`config.mk`:
```
export PLATFORM = sky130hd
export DESIGN_NAME = fetch_unit
export DESIGN_NICKNAME = d
export VERILOG_FILES = /design/src/rtl/mips_pkg.sv /design/src/rtl/if_id_reg.sv /design/src/rtl/fetch_unit.sv
export SDC_FILE = /design/constraint.sdc
export NUM_CORES = 1
export LEC_CHECK = 0
export BUFFER_PORTS_ARGS = -buffer_cell sky130_fd_sc_hd__buf_4
export CAP_MARGIN = 20
export CORE_MARGIN = 5
export CORE_UTILIZATION = 30
export CTS_BUF_LIST = sky130_fd_sc_hd__clkbuf_16
export DETAILED_ROUTE_END_ITERATION = 7
export PLACE_DENSITY = 0.55
export RECOVER_POWER = 50
export SYNTH_ARGS = -nofsm -noshare
export SYNTH_HDL_FRONTEND = slang
export SYNTH_SLANG_ARGS = --single-unit
```
`constraint.sdc`:
```
create_clock -name clk -period 2.8 [get_ports clk]
set_input_delay 0.56 -clock clk [delete_from_list [all_inputs] [get_ports clk]]
set_output_delay 0.56 -clock clk [all_outputs]
set_load 0.005 [all_outputs]
```
`src/rtl/mips_pkg.sv`:
```
`default_nettype none
// ============================================================================
//  Module      : mips_pkg
//  Description : Shared definitions for the MIPS front end: fetch-state
//                encoding, the IF/ID payload layout, PC constants and the
//                sequential next-PC helper.
//  Revision    : 1.0 - initial release
// ============================================================================
package mips_pkg;

    // Fetch FSM state encoding
    typedef enum logic [1:0] {
        FS_BOOT    = 2'd0,
        FS_FETCH   = 2'd1,
        FS_HOLD    = 2'd2,
        FS_DISCARD = 2'd3
    } fetch_state_t;

    localparam logic [31:0] NOP_INSTR        = 32'h0000_0000;
    localparam logic [31:0] PC_STEP          = 32'd4;
    localparam logic [31:0] DEFAULT_RESET_PC = 32'h0000_0000;

    // IF/ID payload: 1 + 32 + 32 = 65 bits
    typedef struct packed {
        logic        valid;
        logic [31:0] instr;
        logic [31:0] pc4;
    } if_id_t;

    // Sequential successor of a PC; 32-bit arithmetic wraps naturally.
    function automatic logic [31:0] next_seq_pc(input logic [31:0] pc);
        return pc + PC_STEP;
    endfunction

endpackage : mips_pkg
`default_nettype wire

```
`src/rtl/if_id_reg.sv`:
```
`default_nettype none
// ============================================================================
//  Module      : if_id_reg
//  Description : IF/ID pipeline register (65 bits: valid, instr, pc4).
//                Synchronous reset to {0, NOP, 0}; flush clears the valid bit
//                and has priority over load; otherwise the register holds.
//  Ports       : clk, rst        - clock, synchronous active-high reset
//                i_load          - capture i_d
//                i_flush         - invalidate the held entry
//                i_d / o_q       - payload in / out
//  Revision    : 1.0 - initial release
// ============================================================================
module if_id_reg
    import mips_pkg::*;
(
    input  logic   clk,
    input  logic   rst,
    input  logic   i_load,
    input  logic   i_flush,
    input  if_id_t i_d,
    output if_id_t o_q
);

    if_id_t r_q;

    always_ff @(posedge clk) begin
        if (rst) begin
            r_q <= '{valid: 1'b0, instr: NOP_INSTR, pc4: 32'h0};
        end else if (i_flush) begin
            // Only the valid bit matters to decode; payload bits are left as-is.
            r_q.valid <= 1'b0;
        end else if (i_load) begin
            r_q <= i_d;
        end
    end

    assign o_q = r_q;

endmodule : if_id_reg
`default_nettype wire

```
`src/rtl/fetch_unit.sv`:
```
`default_nettype none
// ============================================================================
//  Module      : fetch_unit
//  Description : MIPS instruction-fetch stage. Issues instruction-memory
//                requests for the current PC, computes the next PC for the
//                external PC register, and owns the IF/ID register including
//                stall hold (via a one-entry buffer) and redirect flush
//                (via a DISCARD state that drains a stale request).
//  Ports       : clk, rst                 - clock, sync active-high reset
//                pc_q / pc_d              - PC register Q in, D out (comb.)
//                imem_req/addr/ready/rdata- instruction memory handshake
//                stall                    - hold IF/ID
//                redirect / redirect_pc   - taken branch / jump target
//                if_id_valid/instr/pc4    - registered IF/ID outputs
//  Revision    : 1.0 - initial release
// ============================================================================
module fetch_unit
    import mips_pkg::*;
#(
    parameter logic [31:0] RESET_PC = DEFAULT_RESET_PC
) (
    input  logic        clk,
    input  logic        rst,
    input  logic [31:0] pc_q,
    output logic [31:0] pc_d,
    output logic        imem_req,
    output logic [31:0] imem_addr,
    input  logic        imem_ready,
    input  logic [31:0] imem_rdata,
    input  logic        stall,
    input  logic        redirect,
    input  logic [31:0] redirect_pc,
    output logic        if_id_valid,
    output logic [31:0] if_id_instr,
    output logic [31:0] if_id_pc4
);

    fetch_state_t r_state;
    fetch_state_t w_state_nxt;

    // Word captured while stalled, plus its pc4
    logic [31:0] r_buf_instr;
    logic [31:0] r_buf_pc4;
    // Address of a request still in flight after a redirect
    logic [31:0] r_stale_addr;

    logic [31:0] w_pc_plus4;
    logic        w_ifid_load;
    logic        w_ifid_flush;
    logic        w_buf_capture;
    logic        w_buf_drop;
    logic        w_stale_latch;
    if_id_t      w_ifid_d;
    if_id_t      w_ifid_q;

    assign w_pc_plus4 = next_seq_pc(pc_q);

    // ------------------------------------------------------------------
    // State register
    // ------------------------------------------------------------------
    always_ff @(posedge clk) begin
        if (rst) begin
            r_state <= FS_BOOT;
        end else begin
            r_state <= w_state_nxt;
        end
    end

    // ------------------------------------------------------------------
    // Next-state and IF/ID / buffer control
    // ------------------------------------------------------------------
    always_comb begin
        w_state_nxt   = r_state;
        w_ifid_load   = 1'b0;
        w_ifid_flush  = 1'b0;
        w_buf_capture = 1'b0;
        w_buf_drop    = 1'b0;
        w_stale_latch = 1'b0;
        w_ifid_d      = '{valid: 1'b1, instr: imem_rdata, pc4: w_pc_plus4};

        case (r_state)
            FS_BOOT: begin
                // One idle cycle so the PC register can capture RESET_PC.
                w_state_nxt = FS_FETCH;
            end

            FS_FETCH: begin
                if (redirect) begin
                    w_ifid_flush = 1'b1;
                    w_buf_drop   = 1'b1;
                    if (!imem_ready) begin
                        // The outstanding request must still be drained.
                        w_stale_latch = 1'b1;
                        w_state_nxt   = FS_DISCARD;
                    end
                end else if (imem_ready) begin
                    if (!stall) begin
                        w_ifid_load = 1'b1;
                    end else begin
                        w_buf_capture = 1'b1;
                        w_state_nxt   = FS_HOLD;
                    end
                end else if (!stall) begin
                    // No word this cycle: decode sees a bubble.
                    w_ifid_flush = 1'b1;
                end
            end

            FS_HOLD: begin
                if (redirect) begin
                    w_ifid_flush = 1'b1;
                    w_buf_drop   = 1'b1;
                    w_state_nxt  = FS_FETCH;
                end else if (!stall) begin
                    w_ifid_load = 1'b1;
                    w_ifid_d    = '{valid: 1'b1, instr: r_buf_instr, pc4: r_buf_pc4};
                    w_buf_drop  = 1'b1;
                    w_state_nxt = FS_FETCH;
                end
            end

            FS_DISCARD: begin
                if (redirect) begin
                    w_ifid_flush = 1'b1;
                    w_buf_drop   = 1'b1;
                end else begin
                    if (!stall) begin
                        w_ifid_flush = 1'b1;
                    end
                    // pc_q already holds the redirect target here.
                    if (imem_ready) begin
                        w_state_nxt = FS_FETCH;
                    end
                end
            end

            default: begin
                w_state_nxt = FS_BOOT;
            end
        endcase
    end

    // ------------------------------------------------------------------
    // Stall buffer and stale-address register
    // ------------------------------------------------------------------
    always_ff @(posedge clk) begin
        if (rst) begin
            r_buf_instr  <= NOP_INSTR;
            r_buf_pc4    <= 32'h0;
            r_stale_addr <= 32'h0;
        end else begin
            if (w_buf_capture) begin
                r_buf_instr <= imem_rdata;
                r_buf_pc4   <= w_pc_plus4;
            end else if (w_buf_drop) begin
                r_buf_instr <= NOP_INSTR;
                r_buf_pc4   <= 32'h0;
            end
            if (w_stale_latch) begin
                r_stale_addr <= pc_q;
            end
        end
    end

    // ------------------------------------------------------------------
    // Combinational memory interface and next-PC mux
    // ------------------------------------------------------------------
    // Gating with rst abandons any request the moment reset is asserted.
    assign imem_req  = !rst && ((r_state == FS_FETCH) || (r_state == FS_DISCARD));
    assign imem_addr = (r_state == FS_DISCARD) ? r_stale_addr : pc_q;

    always_comb begin
        pc_d = pc_q;
        if (rst) begin
            pc_d = RESET_PC;
        end else if (redirect) begin
            pc_d = redirect_pc;
        end else if ((r_state == FS_FETCH) && imem_ready) begin
            pc_d = w_pc_plus4;
        end
    end

    // ------------------------------------------------------------------
    // IF/ID pipeline register
    // ------------------------------------------------------------------
    if_id_reg u_if_id_reg (
        .clk     (clk),
        .rst     (rst),
        .i_load  (w_ifid_load),
        .i_flush (w_ifid_flush),
        .i_d     (w_ifid_d),
        .o_q     (w_ifid_q)
    );

    assign if_id_valid = w_ifid_q.valid;
    assign if_id_instr = w_ifid_q.instr;
    assign if_id_pc4   = w_ifid_q.pc4;

endmodule : fetch_unit
`default_nettype wire

```
Word level (Yosys, flattened, before mapping)
Cells that the tools add are included.

Reduce and logical (&&, ||, !) cells: 10. Add/subtract/negate cells: 1. Equal/unequal tests: 9. Bitwise gates (word level): 1. Muxes and demuxes: 37.

Operators with widths (number): $mux W32 (7); $mux W64 (3); $add A32 B3 Y32 const B (1); $mux W2 (8); $mux W1 (15); $ne A3 B3 Y1 const B (4); $pmux W2 S4 (1); $reduce_and A6 Y1 (1); $eq A2 B2 Y1 const B (2); $ne A2 B2 Y1 const B (2); $pmux W1 S2 (2); $reduce_or A2 Y1 (2); $pmux W1 S3 (1); $eq A2 B1 Y1 const B (1); $logic_and A1 B1 Y1 (2); $logic_not A2 Y1 (1); $reduce_and A2 Y1 (1); $reduce_bool A2 Y1 (1); $logic_not A1 Y1 (1); $logic_or A1 B1 Y1 (1); $not A1 Y1 (1).

Input port bits: 101. Logic and storage cells: 65. Flip-flop bits (word level): 163.

Longest topological paths before layout
Gate-level depths: netlist of run 1.

Depth after elaboration: 6. Depth in mapped cells: 11. Mapped depth without buffers: 7.

Modules after synthesis
A second synthesis of run 1 with hierarchy kept.

Cell total of the unflattened synthesis: 1112. Area, all modules: 9570.4 um2.

Modules (own cells, without submodules): fetch_unit (cells an instance 817, instances 1, area an instance 6303.5 um2, seq. area each 1961.9 um2); if_id_reg (cells an instance 295, instances 1, area an instance 3266.9 um2, seq. area each 1301.2 um2).

Worst setup path before layout of run 1
Ideal clock, no wire load.

Path kind: in2out. From: input port pc_q[2]. To: output port pc_d[18]. Setup slack: 0.027 ns. Arrival time: 2.213 ns. Path buffers: 1. Cell stages on the path: 6. Path through: ha_1 nand3_2 or4_1 buf_2 or3_2 a311oi_1.

Longest elaborated chain between the ends: 4.

RTL lines: start: declaration (line fetch_unit.sv:24) `input logic [31:0] pc_q,`; $add A32 B3 Y32 (line mips_pkg.sv:32) `return pc + PC_STEP;`; $mux W32 (line fetch_unit.sv:178) `end else if ((r_state == FS_FETCH) && imem_ready) begin`; $mux W32 (line fetch_unit.sv:176) `end else if (redirect) begin`; $mux W32 (line fetch_unit.sv:174) `if (rst) begin`; end: declaration (line fetch_unit.sv:25) `output logic [31:0] pc_d,`.

No other way between the ends.

Worst setup path in the final report of run 1
Ends and elaborated chain as after synthesis.

==> metrics.log, run 1 <==
[metrics] sort of element at the end of the critical path: output port
[metrics] CTS Hold Bufs: 0
[metrics] post-detailed-route DRC marker count: 0
[metrics] failing checks: negative setup slack
[metrics] count of mapped cells out of synthesis: 1,101
[metrics] overall routing resource usage: 18.7%
[metrics] Most Crowded Layer GR: met2
[metrics] number of enable flip-flop cells after synthesis: 0
[metrics] cell at the root of the clock tree: clkbuf_16
[metrics] synthesized-area fraction occupied by adder cells: 0.733%
[metrics] Total Nets Final: 1,443
[metrics] flip-flop cell with the highest count after synthesis: dfxtp_1
[metrics] met2 track demand over resource: 29.3%
[metrics] Filler Cell Count: 2,891
[metrics] Area contributors post-synth: dfxtp_1, nand2_1, a21oi_1
[metrics] Startpoint Class: input port
[metrics] critical path fanouts, max: 3
[metrics] list of most frequent post-synthesis cells: nand2_1, dfxtp_1, a21oi_1, nor2_1, clkbuf_1
[metrics] HP Class: input port to register
[metrics] power density over the cells: 511 nW/um^2
[metrics] average wire per standard cell: 18.0 um
[metrics] cell breakdown of the critical path: buf_8 > ha_4 > nand3_4 > or4_4 > or3_4 > a311oi_4 > buf_4
[metrics] M3 GR Usage: 4.66%
[metrics] number of distinct library cell variants in the gate-level netlist after synthesis: 56
[metrics] number of hold-slack violations in the final timing report: 0
[metrics] maximum operating frequency: 354 MHz
[metrics] wire length of the first global-routing pass: 47,100 um
[metrics] simple-gate share of the synthesized area: 25.3%
[metrics] final setup slack of the worst path: -21.8 ps
[metrics] sequential fraction of the synthesis area: 38.2%
[metrics] via count: 8,751
[metrics] met1 capacity usage during global routing: 25.6%
[metrics] xor/xnor cell area share of the yosys netlist: 4.93%
[metrics] hold_ws: 380 ps
[metrics] half-perimeter wire length of the detailed placement result: 22,000 um
[metrics] Worst Tran Pin Value: 721 ps
[metrics] post-synthesis async set-or-reset flop share: 0%
[metrics] critical path's largest stage delay: 570 ps
[metrics] placeable core region: 27,900 um^2
[metrics] worst IR drop on VDD: 0.344 mV
[metrics] number of search-and-repair iterations in the first detailed-routing pass: 5
[metrics] compound-gate portion of the synthesized area: 19.0%
[metrics] Syn Std Cell Area: 8530 um^2
[metrics] max-slew violations: 0
[metrics] number of warnings reported in the yosys synthesis log: 0
[metrics] Avg Vias per Cell: 5.06
[metrics] floorplan die area: 31,900 um^2
[metrics] number of setup violations in the final report: 3
[metrics] status: finished, violations left
[metrics] GPL Wtd Cong: 0.838
[metrics] mean post-synth cell area: 7.75 um^2
[metrics] Synth Net Count: 1,207
[metrics] crit path DAT: 2260 ps
[metrics] proportion of layout cells with a drive suffix above 1: 31.2%
[metrics] total congestion overflow after global routing: 0
[metrics] routed wire length: 31,100 um
[metrics] Fin Clk Skew: 10.1 ps
[metrics] Clock Tree Buf Depth: 2
[metrics] TritonCTS Sinks: 163
[metrics] initial antenna violation count: 0
[metrics] CTS tree: done
[metrics] number of buffers inserted during clock tree synthesis: 17
[metrics] number of inserted diodes: 0
[metrics] top cell type's share of synthesized area: 38.2%
[metrics] normalized max-slew margin: 51.9%
[metrics] Worst-path clk slew: 70 ps
[metrics] Initial Utilization: 30.6%
[metrics] Syn-to-layout area delta: 39.9%
[metrics] IO Pins: 231
[metrics] via count of the first global-routing pass: 8,209
[metrics] CTS H-Tree Depth: 4
[metrics] maximum number of pins on one net before global-route repair: 66
[metrics] main combinational cell family by area after synthesis: simple AND/OR/NAND/NOR gates
[metrics] Routed Antenna Nets: 0
[metrics] post-route cell area: 11,900 um^2
[metrics] Port Buffer Count: 230
[metrics] post-synthesis cell type with the largest combined area: dfxtp_1
[metrics] setup repair after global routing missed its margin: yes
[metrics] static leakage: 4.52 nW
[metrics] die span in y: 179 um
[metrics] number of max-cap violations: 0
[metrics] multiplexer share of the synthesized area: 5.01%
[metrics] library cell with the highest instance count after synthesis: nand2_1
[metrics] Die X: 179 um
[metrics] Data required, critical path: 2240 ps
[metrics] type of the worst setup path: input port to output port
[metrics] crit path max-delay cell type: or4_4
[metrics] count of state elements after synthesis: 163
[metrics] Min Clock Period, post-route: 2820 ps
[metrics] std cell rows: 61
[metrics] final clock period utilization by the worst path: 101%
[metrics] source-to-sink clock delay at the later pin of the worst-skew pair: 430 ps
[metrics] Post-Place Cell Area: 11,000 um^2
[metrics] starting DRC count in detailed routing: 615
-- report_power, final --
group / leakage, nW / switching, mW / internal [mW]
registers: 1.32 / 0.0460 / 2.41
logic: 2.91 / 0.671 / 0.557
clock network: 0.291 / 1.08 / 1.34
-- routing by layer --
| metal | wire length, um | up-vias |
|---|---|---|
| li1 | - | 4326 |
| met1 | 14200 | 4080 |
| met2 | 14100 | 308 |
| met3 | 2250 | 37 |
| met4 | 650 | 0 |
| met5 | 0 | - |
-- metrics by stage --
stage | total power, mW | utilization [%] | setup WS (ps) | setup TNS (ps) | cells
2_1_floorplan | 3.09 | - | 27.4 | 0 | 1101
3_3_place_gp | 3.67 | 39.3 | -364 | -1930 | 1681
3_5_place_dp | 3.67 | 39.3 | -398 | -1960 | 1681
4_1_cts | 6.16 | 42.5 | -66.4 | -115 | 1724
5_1_grt | 6.38 | 42.7 | -103 | -910 | 1728
6_report | 6.10 | 42.7 | -21.8 | -45.2 | 1728
-- kinds of logic after synthesis --
kind of cell	count (synthesis)
compound gates	247
flops	163
fa+ha+maj	5
xor+xnor	48
simple gates	480
mux	39
buf+inv	119
-- final cells by class --
class	count	area, um^2	share of cell area (%)
clock buffer	17	425	3.56
clock inverter	15	171	1.44
inverter	8	30.0	0.252
multi-input combinational	819	4990	41.8
sequential	163	3270	27.4
tap	378	473	3.96
timing repair buffer	328	2580	21.6
-- sequential cells by signal, summed over array words and instances (netlist names) --
name,cells
r_buf_pc4,32
r_stale_addr,32
u_if_id_reg.o_q,65
r_state,2
r_buf_instr,32
-- placed cells by master, fill, tap and decap left out, types with 11 or more instances in the layout --
cell,instances
clkbuf_4,41
nand2_1,228
mux2_2,30
nand2b_1,11
buf_4,232
dfxtp_1,161
xnor2_1,22
a211oi_1,18
nand4_1,15
a311oi_1,36
nor3_1,12
nor2_1,90
clkbuf_1,25
o21ai_0,17
clkbuf_16,17
buf_12,11
a21oi_1,104
buf_6,16
nand3_1,57
xor2_1,23
o211ai_1,15
-- worst max-delay path, delay by kind of cell --
| family | cells | cell delay, ps |
|---|---|---|
| buf+inv | 2 | 250 |
| compound gates | 1 | 290 |
| fa+ha+maj | 1 | 140 |
| simple gates | 3 | 1010 |
-- final timing paths --
check | cells after the start | end | slack (ps) | from
max | 7 | pc_d[18] | -20 | pc_q[2]
min | 3 | r_buf_instr[8] | 380 | imem_rdata[8]
max reg2reg | 10 | u_if_id_reg.o_q[25] | 450 | r_state[0]
min reg2reg | 2 | r_stale_addr[8] | 450 | r_stale_addr[8]
-- what timing repair did --
| item | 4_1_cts | 5_1_grt |
|---|---|---|
| endpoints found under the setup margin | 25 | 21 |
| gates resized for setup | 45 | 30 |
| pin swaps | 19 | 21 |
| setup buffers | 11 | 4 |
Power figures use the tool's default switching activity.
==> run 2: changes to the inputs <==
Settings changed: CORE_UTILIZATION 30 to 53, PLACE_DENSITY 0.55 to 0.84, REMOVE_ABC_BUFFERS set to 1.
==> metrics.log, run 2 (synthesis gave the netlist of run 1 again) <==
[metrics] via count of the first global-routing pass: 8,444 (+2.9%)
[metrics] Clock Tree Buf Depth: 2 (unchanged)
[metrics] min-delay src: imem_rdata[21]
[metrics] CTS Hold Bufs: 0 (unchanged)
[metrics] R2R Setup Slk: 200 ps (-250 ps)
[metrics] average wire per standard cell: 18.1 um (+0.33%)
[metrics] Die X: 137 um (-23%)
[metrics] number of hold-slack violations in the final timing report: 0 (unchanged)
[metrics] TritonCTS Sinks: 163 (unchanged)
[metrics] r2r worst-path depth: 6 (-4)
[metrics] crit path DAT: 2250 ps (about the same)
[metrics] max layer used: met4
[metrics] std cell rows: 46 (-25%)
[metrics] number of setup violations in the final report: 1 (-2)
[metrics] Port Buffer Count: 230 (unchanged)
[metrics] Hold EP: r_buf_instr[21]
[metrics] total congestion overflow after global routing: 0 (unchanged)
[metrics] final clock period utilization by the worst path: 100% (-0.36 points)
[metrics] Data required, critical path: 2240 ps (about the same)
[metrics] Total Nets Final: 1,422 (-1.5%)
[metrics] WL met3: 2900 um (+29%)
[metrics] Filler Cell Count: 1,161 (-60%)
[metrics] normalized max-slew margin: 46.1% (-5.9 points)
[metrics] CTS tree: done
[metrics] FF-to-FF End: u_if_id_reg.o_q[22]
[metrics] Startpoint Class: register
[metrics] number of max-cap violations: 0 (unchanged)
[metrics] combinational share of power: 19.8% (-0.3 points)
[metrics] accumulated negative setup slack: -11.7 ps (+33.5 ps)
[metrics] critical path fanouts, max: 5 (+2)
[metrics] Worst Tran Pin Value: 804 ps (+83.0 ps)
[metrics] wire length of the first global-routing pass: 43,300 um (-7.9%)
[metrics] Post-Route M1 WL: 11,000 um (-23%)
[metrics] number of instances on the worst hold path: 3 (unchanged)
[metrics] die span in y: 137 um (-23%)
[metrics] commonest cells after routing, fill and taps aside: buf_4, nand2_1, dfxtp_1, a21oi_1, nor2_1
[metrics] maximum operating frequency: 356 MHz (+0.36%)
[metrics] Place WS: -278 ps (+119 ps)
[metrics] placeable core region: 15,800 um^2 (-43%)
[metrics] Met2 Wirelength: 13,100 um (-6.4%)
[metrics] crit path max-delay cell type: or4_4
[metrics] sequential cell fraction of total power: 41.8% (+1.6 points)
[metrics] GPL Wtd Cong: 0.877 (+4.7%)
[metrics] power density over the cells: 513 nW/um^2 (+0.41%)
[metrics] origin of the critical flop-to-flop path: r_state[0]
[metrics] type of the worst setup path: register to output port
[metrics] Syn-to-layout area delta: 34.5%
[metrics] most common library cell in the layout ignoring fill and taps: buf_4
[metrics] floorplan die area: 18,700 um^2 (-41%)
[metrics] starting DRC count in detailed routing: 809 (+32%)
[metrics] CTS H-Tree Depth: 4 (unchanged)
[metrics] Largest register FFs: 65 (unchanged)
[metrics] proportion of layout cells with a drive suffix above 1: 32.0% (+0.82 points)
[metrics] cell breakdown of the critical path: inv_2 > ha_4 > nand2_4 > or4_4 > nor2_4 > xnor2_2 > a211oi_2 > buf_4
[metrics] maximum number of pins on one net before global-route repair: 93 (+41%)
[metrics] Worst-path clk slew: 60 ps (about the same)
[metrics] setup repair after global routing missed its margin: yes
[metrics] clock share of power: 38.4% (-1.3 points)
[metrics] sort of element at the end of the critical path: output port
[metrics] Min Clock Period, post-route: 2810 ps (-10.1 ps)
[metrics] cell class contributing the biggest share of worst-path delay: simple AND/OR/NAND/NOR gates
[metrics] hold_ws: 379 ps (-1.11 ps)
[metrics] Cell Int Power: 4.23 mW (-1.7%)
[metrics] worst IR drop on VDD: 0.486 mV (+41%)
[metrics] failing checks: negative setup slack
[metrics] switching share of total power: 28.2% (-1.3 points)
[metrics] switching pwr: 1.66 mW (-7.6%)
[metrics] half-perimeter wire length of the detailed placement result: 18,700 um (-15%)
[metrics] buffer and inverter count on the worst path: 2 (unchanged)
[metrics] Avg Vias per Cell: 5.91 (+17%)
[metrics] Fin Clk Skew: 8.25 ps (-1.85 ps)
[metrics] routed wire length: 27,900 um (-10%)
[metrics] number of buffers inserted during clock tree synthesis: 17 (unchanged)
[metrics] Routed Antenna Nets: 0 (unchanged)
[metrics] final setup slack of the worst path: -11.7 ps (+10.1 ps)
[metrics] static leakage: 4.43 nW (-1.9%)
[metrics] IO Pins: 231 (unchanged)
[metrics] WP depth: 8 (+1)
[metrics] post-detailed-route DRC marker count: 0 (unchanged)
[metrics] via count: 9,125 (+4.3%)
[metrics] cell at the root of the clock tree: clkbuf_16
[metrics] critical path's largest stage delay: 610 ps (+40 ps)
[metrics] initial antenna violation count: 0 (unchanged)
[metrics] overall routing resource usage: 28.8% (+10 points)
[metrics] number of search-and-repair iterations in the first detailed-routing pass: 6 (+1)
[metrics] timing startpoint of the critical path: r_state[1]
[metrics] Initial Utilization: 53.9% (+23 points)
[metrics] max-slew violations: 0 (unchanged)
[metrics] source-to-sink clock delay at the later pin of the worst-skew pair: 440 ps (about the same)
[metrics] status: finished, violations left
[metrics] HP Class: input port to register
[metrics] number of inserted diodes: 0 (unchanged)
-- run 2: cell count changes in the layout (fill, tap and decap cells not counted), sizes merged --
cell,previous run,this run
buf,261,307
clkbuf,84,17
inv,14,9
clkinvlp,1,5
-- run 2: final cells by class --
class,count,area [um^2],area share [%]
sequential,163,3270,28.5
multi-input combinational,819,4970,43.3
timing repair buffer,307,2370,20.7
clock inverter,14,141,1.23
inverter,8,33.8,0.294
tap,216,270,2.35
clock buffer,17,425,3.71
-- run 2: worst max path at each step --
| stage | end |
|---|---|
| 3_5_place_dp | pc_d[28] |
| 4_1_cts | pc_d[31] |
| 2_1_floorplan | u_if_id_reg.o_q[28] |
| 3_3_place_gp | pc_d[30] |
| 6_report | pc_d[14] |
| 5_1_grt | pc_d[14] |
-- run 2: metal layers --
layer / vias to the layer above / GRT usage (%)
li1: 4284 / -
met1: 4184 / 37.2
met2: 562 / 46.7
met3: 95 / 6.40
met4: 0 / 11.9
met5: - / 0
-- run 2: stage by stage --
| step | cell area [um^2] | util (%) | std cells | total power, mW |
|---|---|---|---|---|
| final | 11500 | 72.5 | 1544 | 5.89 |
| after floorplan | 7980 | - | 990 | 2.97 |
| after global placement | 10500 | 66.4 | 1498 | 3.56 |
| after global routing | 11500 | 72.5 | 1544 | 6.11 |
| after detailed placement | 10500 | 66.4 | 1498 | 3.58 |
| after CTS | 11300 | 71.6 | 1543 | 5.86 |
-- run 2: what timing repair did --
action	in CTS	in global routing
pin swaps	11	14
gates resized for setup	36	25
setup buffers	17	1
endpoints found under the setup margin	19	18
-- run 2: worst reg2reg max path: stages (launching register included) --
cell      delay (ps)
dfxtp_2          360
inv_1             90
ha_1             470
o211ai_1         310
a211oi_1         710
nand2_1          340
o211ai_1         240
-- run 2: power by group through the flow --
| stage | Combinational [mW] | Sequential (mW) | Clock [mW] |
|---|---|---|---|
| finish | 1.17 | 2.46 | 2.26 |
| global placement | 1.06 | 2.50 | 0 |
| global route | 1.25 | 2.47 | 2.39 |
| floorplan | 0.472 | 2.50 | 0 |
| CTS | 1.12 | 2.46 | 2.27 |
| detailed placement | 1.08 | 2.51 | 0 |
